<file path="src/rtl/tx_symbol_source.sv">
// Symbol-rate timing and per-channel test-pattern source at the head of the Tx chain.
// Drives the polyphase index and symbol strobe, and supplies NCH PRBS or fixed-pattern bit streams.
module tx_symbol_source #(
    parameter int                          NCH        = 2,
    parameter int                          PRBS_ORDER = 9,
    parameter logic [NCH*PRBS_ORDER-1:0]   SEEDS      = {9'h1FE, 9'h1AA},
    parameter int                          OS         = 4
) (
    input  logic                  clk,
    input  logic                  i_reset,
    input  logic                  i_enable,
    input  logic                  i_seed_load,
    input  logic [1:0]            i_mode,
    output logic [$clog2(OS)-1:0] o_phase,
    output logic                  o_sym_strobe,
    output logic [NCH-1:0]        o_bits
);

    localparam int PW  = $clog2(OS);
    localparam int TAP = (PRBS_ORDER == 7)  ? 6  :
                         (PRBS_ORDER == 15) ? 14 : 5;
    localparam logic [PW-1:0] LAST_PHASE = PW'(OS - 1);

    typedef enum logic [1:0] {
        MODE_PRBS  = 2'd0,
        MODE_ZEROS = 2'd1,
        MODE_ONES  = 2'd2,
        MODE_ALT   = 2'd3
    } mode_t;

    mode_t                               mode;
    logic [NCH-1:0][PRBS_ORDER-1:0]      sr;
    logic [NCH-1:0][PRBS_ORDER-1:0]      sr_next;
    logic [NCH-1:0]                      bits_next;
    logic                                alt;
    logic                                phase_last;

    assign mode       = mode_t'(i_mode);
    assign phase_last = (o_phase == LAST_PHASE);

    // Strobe is combinational so a same-cycle reload or reset suppresses it.
    assign o_sym_strobe = i_enable & ~i_reset & ~i_seed_load & phase_last;

    // NOTE: every variable gets a default at the top of the block so no path leaves it unassigned (no latch).
    always_comb begin
        sr_next   = sr;
        bits_next = '0;
        for (int c = 0; c < NCH; c++) begin
            sr_next[c] = {sr[c][PRBS_ORDER-2:0], sr[c][PRBS_ORDER-1] ^ sr[c][TAP-1]};
            unique case (mode)
                MODE_PRBS:  bits_next[c] = sr[c][PRBS_ORDER-1];
                MODE_ZEROS: bits_next[c] = 1'b0;
                MODE_ONES:  bits_next[c] = 1'b1;
                MODE_ALT:   bits_next[c] = ~alt;
                default:    bits_next[c] = 1'b0;
            endcase
        end
    end

    // NOTE: state registers use non-blocking assignments so all flops update from pre-edge values.
    always_ff @(posedge clk) begin
        if (i_reset || i_seed_load) begin
            o_phase <= '0;
            o_bits  <= '0;
            alt     <= 1'b0;
            // NOTE: the LFSR bank must be reset to its seeds; an all-zero register would lock up.
            sr      <= SEEDS;
        end else if (i_enable) begin
            o_phase <= phase_last ? '0 : o_phase + PW'(1);
            // LFSRs advance in every mode so a return to PRBS resumes mid-sequence.
            if (phase_last) begin
                sr     <= sr_next;
                alt    <= ~alt;
                o_bits <= bits_next;
            end
        end
    end

endmodule
</file>
<file path="config.mk">
export PLATFORM = sky130hd
export DESIGN_NAME = tx_symbol_source
export DESIGN_NICKNAME = d
export VERILOG_FILES = /design/src/rtl/tx_symbol_source.sv
export SDC_FILE = /design/constraint.sdc
export NUM_CORES = 1
export LEC_CHECK = 0
export CORE_MARGIN = 2
export CORE_UTILIZATION = 50
export DETAILED_ROUTE_END_ITERATION = 10
export DONT_BUFFER_PORTS = 1
export SLEW_MARGIN = 20
export SYNTH_ARGS = -nofsm -noshare
export SYNTH_HDL_FRONTEND = slang
export SYNTH_SLANG_ARGS = --single-unit
</file>
<file path="constraint.sdc">
create_clock -name clk -period 3.1 [get_ports clk]
set_input_delay 0.62 -clock clk [delete_from_list [all_inputs] [get_ports clk]]
set_output_delay 0.62 -clock clk [all_outputs]
set_load 0.05 [all_outputs]
</file>
Word-level counts from Yosys, hierarchy flattened --
Cells that the tools add are included.
Word-level totals: bits in registers 23, input bits 6, output and inout bits 5, word-level logic and storage cells 24
Operators by class: add/sub/neg operators 1, eq/ne operators 4, multiplexer cells 3, bitwise operators 8, reductions and logical operators 3
Operators with widths (number):
- one-hot mux 1 bit (4 select lines) | 2
- == test 2 bit, second input constant | 3
- AND 1 bit | 3
- NOT 1 bit | 3
- adder 2 x 1 -> 2 bit, second input constant | 1
- == test 2 x 1 -> 1 bit, second input constant | 1
- logical NOT 2 bit | 1
- 2-to-1 mux 2 bit | 1
- AND reduction 2 bit | 1
- XOR 1 bit | 2
- logical OR 1 bit | 1

Depth between registers and ports, before layout --
depth after elaboration 4, gate-level depth with buffers 6, gate-level depth less buffers 3

Worst setup path after synthesis --
Ideal clock, no wire load.
kind register -> output, start register o_phase[0], end output o_sym_strobe, arrival 1.685 ns, slack 0.795 ns, stages on the path, launching flop included 6, path buffers 2, path through dfxtp_1 > ha_1 > buf_6 > and2_4 > buf_6 > and2_1
On the way: longest elaborated chain between the ends 2
Ends and longest elaborated chain:
- start: declaration | RTL line 14 | output logic [$clog2(OS)-1:0] o_phase,
- start signal: assignment | RTL line 69 | o_phase <= phase_last ? '0 : o_phase + PW'(1);
- == test 2 bit | RTL line 39 | assign phase_last = (o_phase == LAST_PHASE);
- AND 1 bit | RTL line 42 | assign o_sym_strobe = i_enable & ~i_reset & ~i_seed_load & phase_last;
- end: declaration | RTL line 15 | output logic o_sym_strobe,
Every way passes these cells.

Worst setup path after layout --
Same ends and word-level chain as after synthesis.

==> summary.md <==
| Metric | Value |
|---|---|
| Residual DRC | `0` |
| Grt ovf | `0` |
| Max-slew violation count | `0` |
| WHS Endpoint | `sr[2]` |
| Total CTS buffers | `3` |
| Initial core utilization | `53.2%` |
| Detail Route Antenna Nets | `0` |
| Worst reg2reg path depth | `4` |
| CTS Sinks | `23` |
| Area of the multi-input gates | `roughly 460 um2` |
| Synth top area cells | `dfxtp_1 44%, o211ai_2 11%, nand3_1 7.6%, a21bo_2 4.7%, inv_1 4.6%` |
| Yosys top cell by area | `dfxtp_1` |
| Total negative slack | `0 ps` |
| Min cycle time layout | `2580 ps` |
| Crit share post-route | `about 83%` |
| Antenna violations before repair | `0` |
| Power, Total | `0.000450 W` |
| IO buf count | `0` |
| Pleak | `~0.44 nW` |
| GPL Wtd Cong | `0.688` |
| Share of layout cells above drive strength 1 | `22.3%` |
| Synthesized area | `0.00105 mm2` |
| Data required, critical path | `about 2500 ps` |
| Die Ht | `~50 um` |
| Hold_buf cts | `0` |
| DR iter-0 viols | `10` |
| Worst slew pin tran | `557 ps` |
| Die width | `around 50 um` |
| #FFs+latches synth | `23` |
| Clock Latency Late Sink | `~300 ps` |
| Ys Warns | `0` |
| Clock buffer depth | `2` |
| Cell breakdown of the critical path | `ha_1 > and2_4 > and2_1 > buf_4` |
| Most frequent cells after synthesis | `23 x dfxtp_1, 16 x nand3_1, 13 x inv_1` |
| Post-DR wirelength/cell | `13.0 um` |
| Global-route wire length before repair | `2970 um` |
| Post-detailed-route via-to-cell ratio | `roughly 5.4` |
| Reg power frac | `66.8%` |
| WL final | `1690 um` |
| Yosys cell types | `23` |
| DP HPWL | `1040 um` |
| R2R Path End | `o_bits[0]` |
| VDD IR max | `0.294 mV` |
| Hold WS | `about 450 ps` |
| Data arrival, critical path | `1960 ps` |
| Critical Path Sink Type | `output port` |
| Clk network pwr share | `29.7%` |
| Antenna Cells | `0` |
| Yosys top cell area share | `43.7%` |
| Core area | `between 0.0015 and 0.002 mm2` |
| Sw Share | `22.1%` |
| Placed cell count | `between 100 and 150` |
| PD cells | `428 mW/mm2` |
| Post-CTS Resized | `0` |
| Syn nets | `113` |
| TritonCTS clock tree | `built` |
| Post-CTS Setup Inserts | `0` |
| P_int | `0.000351 W` |
| NumNets Final | `111` |
| Reg area | `approximately 460 um2` |
| Post-synth EDFFs | `0` |
| Final setup vio count | `0` |
| Die ar. | `between 0.002 and 0.0025 mm2` |
| Worst min-delay path category | `input pin to flip-flop` |
| Max-cap violation count | `0` |
| Setup Skew | `7.20 ps` |
| Switching power | `0.0000995 W` |
| Crit path max fanout | `19` |
| Worst path max stage delay | `690 ps` |
| Row count | `16` |
| Outcome | `finished, final reports clean` |
| Via count | `708` |
| Final hold violation count | `0` |
| Reg2Reg Launch Point | `o_phase[0]` |
| Area Growth Syn to Fin | `-0.237%` |
| Syn avg cell area | `9.95 um2` |
| WHS Path Cells | `2` |
| Boundary pin count | `11` |
| Most frequently used flop master after synthesis | `dfxtp_1` |
| Startpoint types | `flip-flop` |
| H-tree Lvls | `1` |
| Vias in the first global route | `around 670` |
| Worst reg2reg setup slack | `between 1000 and 1500 ps` |
| Slew headroom | `a little over three fifths` |
| 1st-pass router iterations | `4` |
| Combinational Power Share | `3.5%` |
| Maximum clock frequency | `0.387 GHz` |
| Filler cells | `slightly below 200` |
| FFs w/ async S/R, synth | `0%` |
| Register area share after synthesis | `43.7%` |
| Setup CP Type | `flip-flop to output port` |
| Largest net degree at the start of global routing | `29` |
| Gr usage total | `15.7%` |
| RSZ-0062 raised after global routing | `no` |
| Most common cell in the netlist | `dfxtp_1` |
| HP Start | `i_enable` |
| Synth Instances | `106` |
| Root Buffer | `clkbuf_4` |
| Clock slew at reported path FFs | `between 100 and 150 ps` |
| Slowest cell on crit path | `dfxtp_1` |
| Final cell count without fillers | `130` |
==> through the flow <==
stage          setup slack (ps)  instance area, um2  utilization (%)
2_1_floorplan               795                1050                -
3_3_place_gp                875                1020             51.7
3_5_place_dp                860                1020             51.7
4_1_cts                     496                1050             53.1
5_1_grt                     413                1050             53.1
6_report                    519                1050             53.1
==> worst max path at each step <==
stage | start | endpoint | slack [ps] | cells past startpoint
after floorplan | o_phase[0] | o_sym_strobe | 790 | 5
after global placement | o_phase[0] | o_sym_strobe | 880 | 4
after detailed placement | o_phase[0] | o_sym_strobe | 860 | 4
after CTS | o_phase[0] | o_sym_strobe | 500 | 4
after global routing | o_phase[0] | o_sym_strobe | 410 | 4
final | o_phase[0] | o_sym_strobe | 520 | 4
==> per-layer routing <==
metal / wire [um] / part of all wire, % / up-vias / GRT usage, %
met3: 36 / 2.1 / 2 / 3.64
met1: 912 / 54 / 338 / 20.4
met5: 0 / 0 / - / 0
met2: 722 / 43 / 5 / 25.6
met4: 14 / 0.83 / 0 / 5.56
li1: - / - / 363 / -
==> worst max-delay path, delay by kind of cell (launching register included) <==
kind,cells,cell delay (ps)
buffers and inverters,1,190
adder cells (fa/ha/maj),1,260
flip-flops,1,690
AND/OR/NAND/NOR,2,510
==> flip-flops by register name, indices dropped and copies added, names as in the netlist <==
register  flops
o_phase       2
o_bits        2
alt           1
sr           18
==> cell families after synthesis <==
group | count (synthesis) | share of synthesized area (%)
compound gates | 30 | 25.1
fa+ha+maj | 1 | 1.19
simple gates | 25 | 13.8
buf+inv | 23 | 12.8
flops | 23 | 43.7
xor+xnor | 3 | 2.49
mux | 1 | 0.949
==> cell type report <==
cell class / instances / area share (%)
timing repair buffer: 3 / 2.14
multi-input combinational: 60 / 43.6
tap: 27 / 3.21
clock buffer: 3 / 2.14
sequential: 23 / 43.8
clock inverter: 1 / 0.476
inverter: 13 / 4.64
==> power by group through the flow <==
stage                     sequential, W  combinational (W)  clock, W
final                          0.000301          0.0000156  0.000134
after global placement         0.000307          0.0000155         0
after global routing           0.000301          0.0000173  0.000153
after detailed placement       0.000308          0.0000157         0
after floorplan                0.000307          0.0000203         0
after CTS                      0.000301          0.0000157  0.000142
==> placed cells by master, fill, tap and decap left out, drive strengths merged <==
master / instances
dfxtp: 23
nand3: 16
inv: 13
o211ai: 13
a21oi: 8
a21bo: 5
xnor2: 3
clkbuf: 3
buf: 3
nor2: 2
a211oi: 2
nand2b: 2
a311oi: 2
and2: 2
or2: 1
mux2i: 1
nand3b: 1
nor3: 1
ha: 1
clkinv: 1
(Power assumes the default switching activity.)
